`src/rtl/score_board_pkg.sv`:
```
// Shared types and constants for the scoreboard issue stage.
// Slot geometry, register-file width and the load/store opcodes live here.
package score_board_pkg;

  localparam int XLEN        = 32;
  localparam int OPT_WID     = 7;
  localparam int FUNCT3_WID  = 3;
  localparam int REG_WID     = 5;
  localparam int REG_NUM     = 32;
  localparam int SB_SIZE     = 8;
  localparam int SB_SIZE_WID = 3;
  localparam int ALU_SLOTS   = 4;
  localparam int LS_SLOTS    = SB_SIZE - ALU_SLOTS;

  localparam logic [OPT_WID-1:0] OPT_LOAD  = 7'b0000011;
  localparam logic [OPT_WID-1:0] OPT_STORE = 7'b0100011;

  typedef struct packed {
    logic [OPT_WID-1:0]    opt;
    logic [FUNCT3_WID-1:0] funct;
    logic [REG_WID-1:0]    rs1;
    logic [REG_WID-1:0]    rs2;
    logic [REG_WID-1:0]    rd;
    logic [XLEN-1:0]       imm;
  } sb_ins_t;

  typedef enum logic {
    CLS_ALU = 1'b0,
    CLS_LS  = 1'b1
  } sb_cls_e;

  function automatic sb_cls_e sb_class(
    input logic [OPT_WID-1:0] opt
  );
    if (opt == OPT_LOAD || opt == OPT_STORE)
      return CLS_LS;
    return CLS_ALU;
  endfunction

endpackage

```
`src/rtl/sb_slot_alloc.sv`:
```
// Lowest-free-index priority encoder over one class of scoreboard slots.
// Also reports whether any slot is free and how many are free.
module sb_slot_alloc #(
  parameter int N = 4,
  parameter int W = 2
) (
  input  logic [N-1:0] busy_i,
  output logic [W-1:0] idx_o,
  output logic         any_o,
  output logic [W:0]   cnt_o
);

  always_comb begin
    idx_o = '0;
    any_o = 1'b0;
    cnt_o = '0;
    for (int i = N - 1; i >= 0; i--) begin
      if (!busy_i[i]) begin
        idx_o = W'(i);
        any_o = 1'b1;
      end
    end
    for (int i = 0; i < N; i++) begin
      cnt_o = cnt_o + {{W{1'b0}}, ~busy_i[i]};
    end
  end

endmodule

```
`src/rtl/score_board.sv`:
```
// In-order scoreboard: one head register, per-class slot table, and a
// per-register pending mask; issues to ALU / LS and retires on writeback.
module score_board
  import score_board_pkg::*;
(
  input  logic                   clk,
  input  logic                   rst,
  input  logic                   ib_valid,
  input  logic [OPT_WID-1:0]     ib_opt,
  input  logic [FUNCT3_WID-1:0]  ib_funct,
  input  logic [REG_WID-1:0]     ib_rs1,
  input  logic [REG_WID-1:0]     ib_rs2,
  input  logic [REG_WID-1:0]     ib_rd,
  input  logic [XLEN-1:0]        ib_imm,
  output logic                   ib_vacant_ALU,
  output logic                   ib_vacant_LS,
  output logic                   alu_valid,
  input  logic                   alu_ready,
  output logic [OPT_WID-1:0]     alu_opt,
  output logic [FUNCT3_WID-1:0]  alu_funct,
  output logic [REG_WID-1:0]     alu_rs1,
  output logic [REG_WID-1:0]     alu_rs2,
  output logic [REG_WID-1:0]     alu_rd,
  output logic [XLEN-1:0]        alu_imm,
  output logic [SB_SIZE_WID-1:0] alu_pos,
  output logic                   ls_valid,
  input  logic                   ls_ready,
  output logic [OPT_WID-1:0]     ls_opt,
  output logic [FUNCT3_WID-1:0]  ls_funct,
  output logic [REG_WID-1:0]     ls_rs1,
  output logic [REG_WID-1:0]     ls_rs2,
  output logic [REG_WID-1:0]     ls_rd,
  output logic [XLEN-1:0]        ls_imm,
  output logic [SB_SIZE_WID-1:0] ls_pos,
  input  logic                   wb_valid,
  input  logic [SB_SIZE_WID-1:0] wb_pos,
  input  logic [REG_WID-1:0]     wb_rd
);

  localparam int AW = $clog2(ALU_SLOTS);
  localparam int LW = $clog2(LS_SLOTS);

  sb_ins_t              head_q, head_d;
  logic                 hv_q, hv_d;
  logic [SB_SIZE-1:0]   busy_q, busy_d;
  logic [REG_WID-1:0]   rd_q [SB_SIZE];
  logic [REG_WID-1:0]   rd_d [SB_SIZE];
  logic [REG_NUM-1:0]   pend_q, pend_d;

  sb_ins_t              ib;
  sb_cls_e              head_cls;
  logic                 haz_ok;
  logic [AW-1:0]        alu_idx;
  logic                 alu_any;
  logic [AW:0]          alu_cnt;
  logic [LW-1:0]        ls_idx;
  logic                 ls_any;
  logic [LW:0]          ls_cnt;
  logic                 fire_alu, fire_ls, fire;
  logic [SB_SIZE_WID-1:0] fire_pos;
  logic                 room, alu_left, ls_left;
  logic                 accept;
  sb_ins_t              alu_pl, ls_pl;

  assign ib = {ib_opt, ib_funct, ib_rs1, ib_rs2, ib_rd, ib_imm};

  assign head_cls = sb_class(head_q.opt);

  // Register 0 is never set in pend_q, so no explicit x0 guard is needed here.
  assign haz_ok = !pend_q[head_q.rs1] &&
                  !pend_q[head_q.rs2] &&
                  !pend_q[head_q.rd];

  sb_slot_alloc #(
    .N (ALU_SLOTS),
    .W (AW)
  ) u_alloc_alu (
    .busy_i (busy_q[ALU_SLOTS-1:0]),
    .idx_o  (alu_idx),
    .any_o  (alu_any),
    .cnt_o  (alu_cnt)
  );

  sb_slot_alloc #(
    .N (LS_SLOTS),
    .W (LW)
  ) u_alloc_ls (
    .busy_i (busy_q[SB_SIZE-1:ALU_SLOTS]),
    .idx_o  (ls_idx),
    .any_o  (ls_any),
    .cnt_o  (ls_cnt)
  );

  assign alu_valid = hv_q && head_cls == CLS_ALU && haz_ok && alu_any;
  assign ls_valid  = hv_q && head_cls == CLS_LS  && haz_ok && ls_any;

  assign fire_alu = alu_valid && alu_ready;
  assign fire_ls  = ls_valid  && ls_ready;
  assign fire     = fire_alu || fire_ls;

  // Payloads are zeroed while their port is idle so reset shows all-zero.
  assign alu_pl  = alu_valid ? head_q : '0;
  assign ls_pl   = ls_valid  ? head_q : '0;
  assign alu_pos = alu_valid ? SB_SIZE_WID'(alu_idx) : '0;
  assign ls_pos  = ls_valid  ?
                   SB_SIZE_WID'(ALU_SLOTS) + SB_SIZE_WID'(ls_idx) : '0;

  assign {alu_opt, alu_funct, alu_rs1, alu_rs2, alu_rd, alu_imm} = alu_pl;
  assign {ls_opt, ls_funct, ls_rs1, ls_rs2, ls_rd, ls_imm} = ls_pl;

  assign fire_pos = fire_ls ? ls_pos : alu_pos;

  assign room     = !hv_q || fire;
  assign alu_left = fire_alu ? (alu_cnt > {{AW{1'b0}}, 1'b1})
                             : (alu_cnt != '0);
  assign ls_left  = fire_ls  ? (ls_cnt > {{LW{1'b0}}, 1'b1})
                             : (ls_cnt != '0);

  assign ib_vacant_ALU = room && alu_left;
  assign ib_vacant_LS  = room && ls_left;

  assign accept = ib_valid &&
                  (sb_class(ib_opt) == CLS_LS ? ib_vacant_LS
                                              : ib_vacant_ALU);

  always_comb begin
    hv_d   = hv_q;
    head_d = head_q;
    busy_d = busy_q;
    rd_d   = rd_q;
    pend_d = pend_q;
    if (wb_valid && busy_q[wb_pos]) begin
      busy_d[wb_pos]       = 1'b0;
      pend_d[rd_q[wb_pos]] = 1'b0;
    end
    if (fire) begin
      busy_d[fire_pos] = 1'b1;
      rd_d[fire_pos]   = head_q.rd;
      if (head_q.rd != '0)
        pend_d[head_q.rd] = 1'b1;
      hv_d = 1'b0;
    end
    if (accept) begin
      hv_d   = 1'b1;
      head_d = ib;
    end
  end

  always_ff @(posedge clk or negedge rst) begin
    if (!rst) begin
      hv_q   <= 1'b0;
      head_q <= '0;
      busy_q <= '0;
      rd_q   <= '{default: '0};
      pend_q <= '0;
    end else begin
      hv_q   <= hv_d;
      head_q <= head_d;
      busy_q <= busy_d;
      rd_q   <= rd_d;
      pend_q <= pend_d;
    end
  end

  wb_rd_match: assert property (
    @(posedge clk) disable iff (!rst)
    (wb_valid && busy_q[wb_pos]) |-> (wb_rd == rd_q[wb_pos])
  );

  one_issue: assert property (
    @(posedge clk) disable iff (!rst)
    !(alu_valid && ls_valid)
  );

endmodule

```
`config.mk`:
```
export PLATFORM = sky130hd
export DESIGN_NAME = score_board
export DESIGN_NICKNAME = d
export VERILOG_FILES = /design/src/rtl/score_board_pkg.sv /design/src/rtl/sb_slot_alloc.sv /design/src/rtl/score_board.sv
export SDC_FILE = /design/constraint.sdc
export NUM_CORES = 1
export LEC_CHECK = 0
export ABC_AREA = 0
export BUFFER_PORTS_ARGS = -buffer_cell sky130_fd_sc_hd__buf_2
export CAP_MARGIN = 10
export CORE_ASPECT_RATIO = 1.75
export CORE_MARGIN = 8
export CORE_UTILIZATION = 45
export DETAILED_ROUTE_END_ITERATION = 10
export PLACE_DENSITY = 0.75
export SLEW_MARGIN = 15
export SYNTH_ARGS = -nofsm -noshare
export SYNTH_HDL_FRONTEND = slang
export SYNTH_SLANG_ARGS = --single-unit
```
`constraint.sdc`:
```
create_clock -name clk -period 10.3 [get_ports clk]
set_input_delay 0.515 -clock clk [delete_from_list [all_inputs] [get_ports clk]]
set_output_delay 0.515 -clock clk [all_outputs]
set_load 0.01 [all_outputs]
```
==> metrics.cfg <==
[yosys]
synth_area_per_cell_sq_um=10.7
seq_area_frac_synth_pct=43.0
synth-warning-count=0
post_synth_edffs=0
syn-cell-area_sq_um=8030
most_common_library_cells_after_synthesis=sky130_fd_sc_hd__dfrtp_1, sky130_fd_sc_hd__and2_1, sky130_fd_sc_hd__mux2_2, sky130_fd_sc_hd__o21ai_0, sky130_fd_sc_hd__nand2_1
area_share_of_the_leading_cell_type_in_the_synthesized_netlist_pct=43.0
async_reset_ff_share_pct=100
top_cells_by_area_synth=sky130_fd_sc_hd__dfrtp_1, sky130_fd_sc_hd__mux2_2, sky130_fd_sc_hd__and2_1, sky130_fd_sc_hd__o21ai_0, sky130_fd_sc_hd__mux2i_1
synth-main-ff-cell=sky130_fd_sc_hd__dfrtp_1
post-synth-top-count-cell=sky130_fd_sc_hd__dfrtp_1
synth.ff_latch_count=138
synthDominantAreaCellType=sky130_fd_sc_hd__dfrtp_1
synthDistinctLibCells=65
syn_inst=750

[timing]
final_max_slew_viols=0
tightestPinTransition_ps=1100
hold-worst-slack_ps=134
final.setup.worst_slack_ps=4860
slew_headroom_pct=26.3
timing_hold_violations_final=0
finalCritPeriodShare_pct=52.8
final.setup_skew_ps=8.92
period_minus_slack_ps=5440
grt_setup_unrepaired=false
fmax_mhz=184
tns_ps=0
timing.final.setup_violations=0

[setup_path]
worstReg2RegEnd=rd_q[19]$_DFFE_PN0P_
path_cells=mux4_2, a32o_1, a311oi_1, o211ai_1, or4_1, nor2_4, and2_1, buf_2
reg2reg_depth=8
worstReg2RegStart=head_q[33]$_DFFE_PN0P_
worstSetupEndpointType=primary output
type_of_the_setup_path_with_the_least_slack=register to primary output
critical-path-max-stage-delay_ps=980
timing.critical_path.slowest_stage_cell=sky130_fd_sc_hd__dfrtp_1
worst-endpoint-arrival_ps=4920
crit_required_ps=9790
worst-r2r-setup-slack_ps=5960
worstPathMaxFanout=56
setup.worst_path.start_class=register

[clock_tree]
clockRootBuffer=sky130_fd_sc_hd__clkbuf_16
cts_tree=yes
clk-insertion-delay-late_ps=420
ctsHtreeMaxLevel=4
clockBufferDepth=2
post-cts-setup-buffers=0
post_cts_resized=0
clk_transition_reported_paths_ps=60
cts_inserted_buffers=17
clkSinkCount=138
cts_hold_buffers=0

[floorplanning]
initial_utilization_pct=46.0
die_width_microns=117
design.portCount=195
floorplan.rows=64
die-height_microns=193
die_area_sq_um=22600
core_area_sq_um=17500

[cells_and_area]
num-nets-final=991
utilization_pct=55.2
multi_input_comb_area_sq_um=4290
syn_to_final_growth_pct=20.0
post-route-cell-area_sq_um=9640
finalNonFillerCells=1156
regArea_sq_um=3450
final_layout_size_suffix_gt1_share_pct=36.9
fill_cells=1600

[status]
status=complete, no violations

[worst_hold_path]
holdCritPathClass=input pin to asynchronous set/reset pin

[grt]
gr-total-overflow=0
grt_use_total_pct=20.6
first_pass_grt_wire_length_microns=35700
pin_count_of_the_biggest_net_entering_global_routing=79
number_of_global_route_vias_before_repair=6648
antenna_found_initial=1

[pwr]
power_mw=3.27
p_comb_share_pct=48.8
power_density_relative_to_cell_area_nw_per_um2=339
clock_power_share_pct=18.4
cellLeakagePower_nw=4.70
irDropWorstVdd_mv=0.205
switching_share_pct=42.2
seqPwrFrac_pct=32.7
intPower_mw=1.89
switching_power_total_mw=1.38

[drt]
post_drt_wl_per_cell_microns=20.2
total_routed_wirelength_microns=23300
drt-initial-drc-count=284
drcViolationCount=0
first_pass_iters=5
viasPerCell=5.60
dr_total_vias=6472
drt.antenna.violating_nets=0

[placement]
pre_cts_slack_ps=5370
gp_congestion=0.902
portBuffers=184
place_area_sq_um=9060
hpwlAfterDp_microns=16700
dp_cells=1122

[job]
cap_violations=0

-- cell type report --
class,count,area share [%]
Clock inverter,13,1.51
Sequential cell,138,35.8
Timing Repair Buffer,190,10.1
Antenna cell,2,0.0519
Multi-Input combinational cell,548,44.5
Clock buffer,19,4.49
Tap cell,231,3.00
Inverter,15,0.584
-- per-layer routing --
metal	global-route usage (%)	routed length, microns	vias to the layer above
li1	-	-	2991
met1	22.1	8580	3219
met2	37.0	12700	215
met3	4.23	1220	47
met4	10.2	780	0
met5	0	0	-
-- flip-flops by register name, summed over array words and instances, names as in the netlist --
name,cells
busy_q,8
head_q,57
pend_q,32
rd_q,40
hv_q,1
-- kinds of logic after synthesis --
| family | share of synthesized area, % |
|---|---|
| fa+ha+maj | 1.74 |
| buf+inv | 4.11 |
| mux | 21.7 |
| compound gates | 9.77 |
| flops | 43.0 |
| simple gates | 19.7 |
| other cells | 0.0467 |
-- layout by cell type (no fill, tap or decap), drive strengths merged, types with 8 or more instances in the layout --
cell type	synthesis	routed
a22oi	8	8
and2	108	108
and3	9	9
buf	26	190
clkbuf	27	19
dfrtp	138	138
ha	8	8
inv	15	17
mux2	97	97
mux2i	36	36
mux4	12	12
nand2	37	37
nand2b	11	11
nand3	22	22
nand4	8	8
nor2	16	16
nor2b	15	15
o21ai	73	73
-- power groups by stage --
| stage | combinational [mW] | sequential [mW] | clock [mW] |
|---|---|---|---|
| final | 1.60 | 1.07 | 0.602 |
| after global routing | 1.74 | 1.11 | 0.632 |
| after CTS | 1.60 | 1.06 | 0.608 |
| after detailed placement | 1.59 | 1.07 | 0 |
| after global placement | 1.56 | 1.06 | 0 |
| after floorplan | 1.23 | 0.909 | 0 |
-- worst max path at each step --
stage / startpoint / end / slack, ps / cells past startpoint
2_1_floorplan: head_q[32]$_DFFE_PN0P_ / alu_imm[10] / 6830 / 11
3_3_place_gp: head_q[33]$_DFFE_PN0P_ / alu_imm[21] / 5430 / 8
3_5_place_dp: head_q[33]$_DFFE_PN0P_ / alu_imm[21] / 5370 / 8
4_1_cts: head_q[33]$_DFFE_PN0P_ / alu_imm[21] / 4890 / 8
5_1_grt: head_q[33]$_DFFE_PN0P_ / alu_imm[7] / 4610 / 8
6_report: head_q[33]$_DFFE_PN0P_ / alu_imm[21] / 4860 / 8
-- worst max-delay path, delay by kind of cell, from the launching register on --
family	cells	cell delay, ps
AOI/OAI and AO/OA	3	770
buffers and inverters	1	140
DFF	1	980
muxes	1	600
and+or+nand+nor	3	1990
No activity file was read; power rests on OpenSTA's default activity.
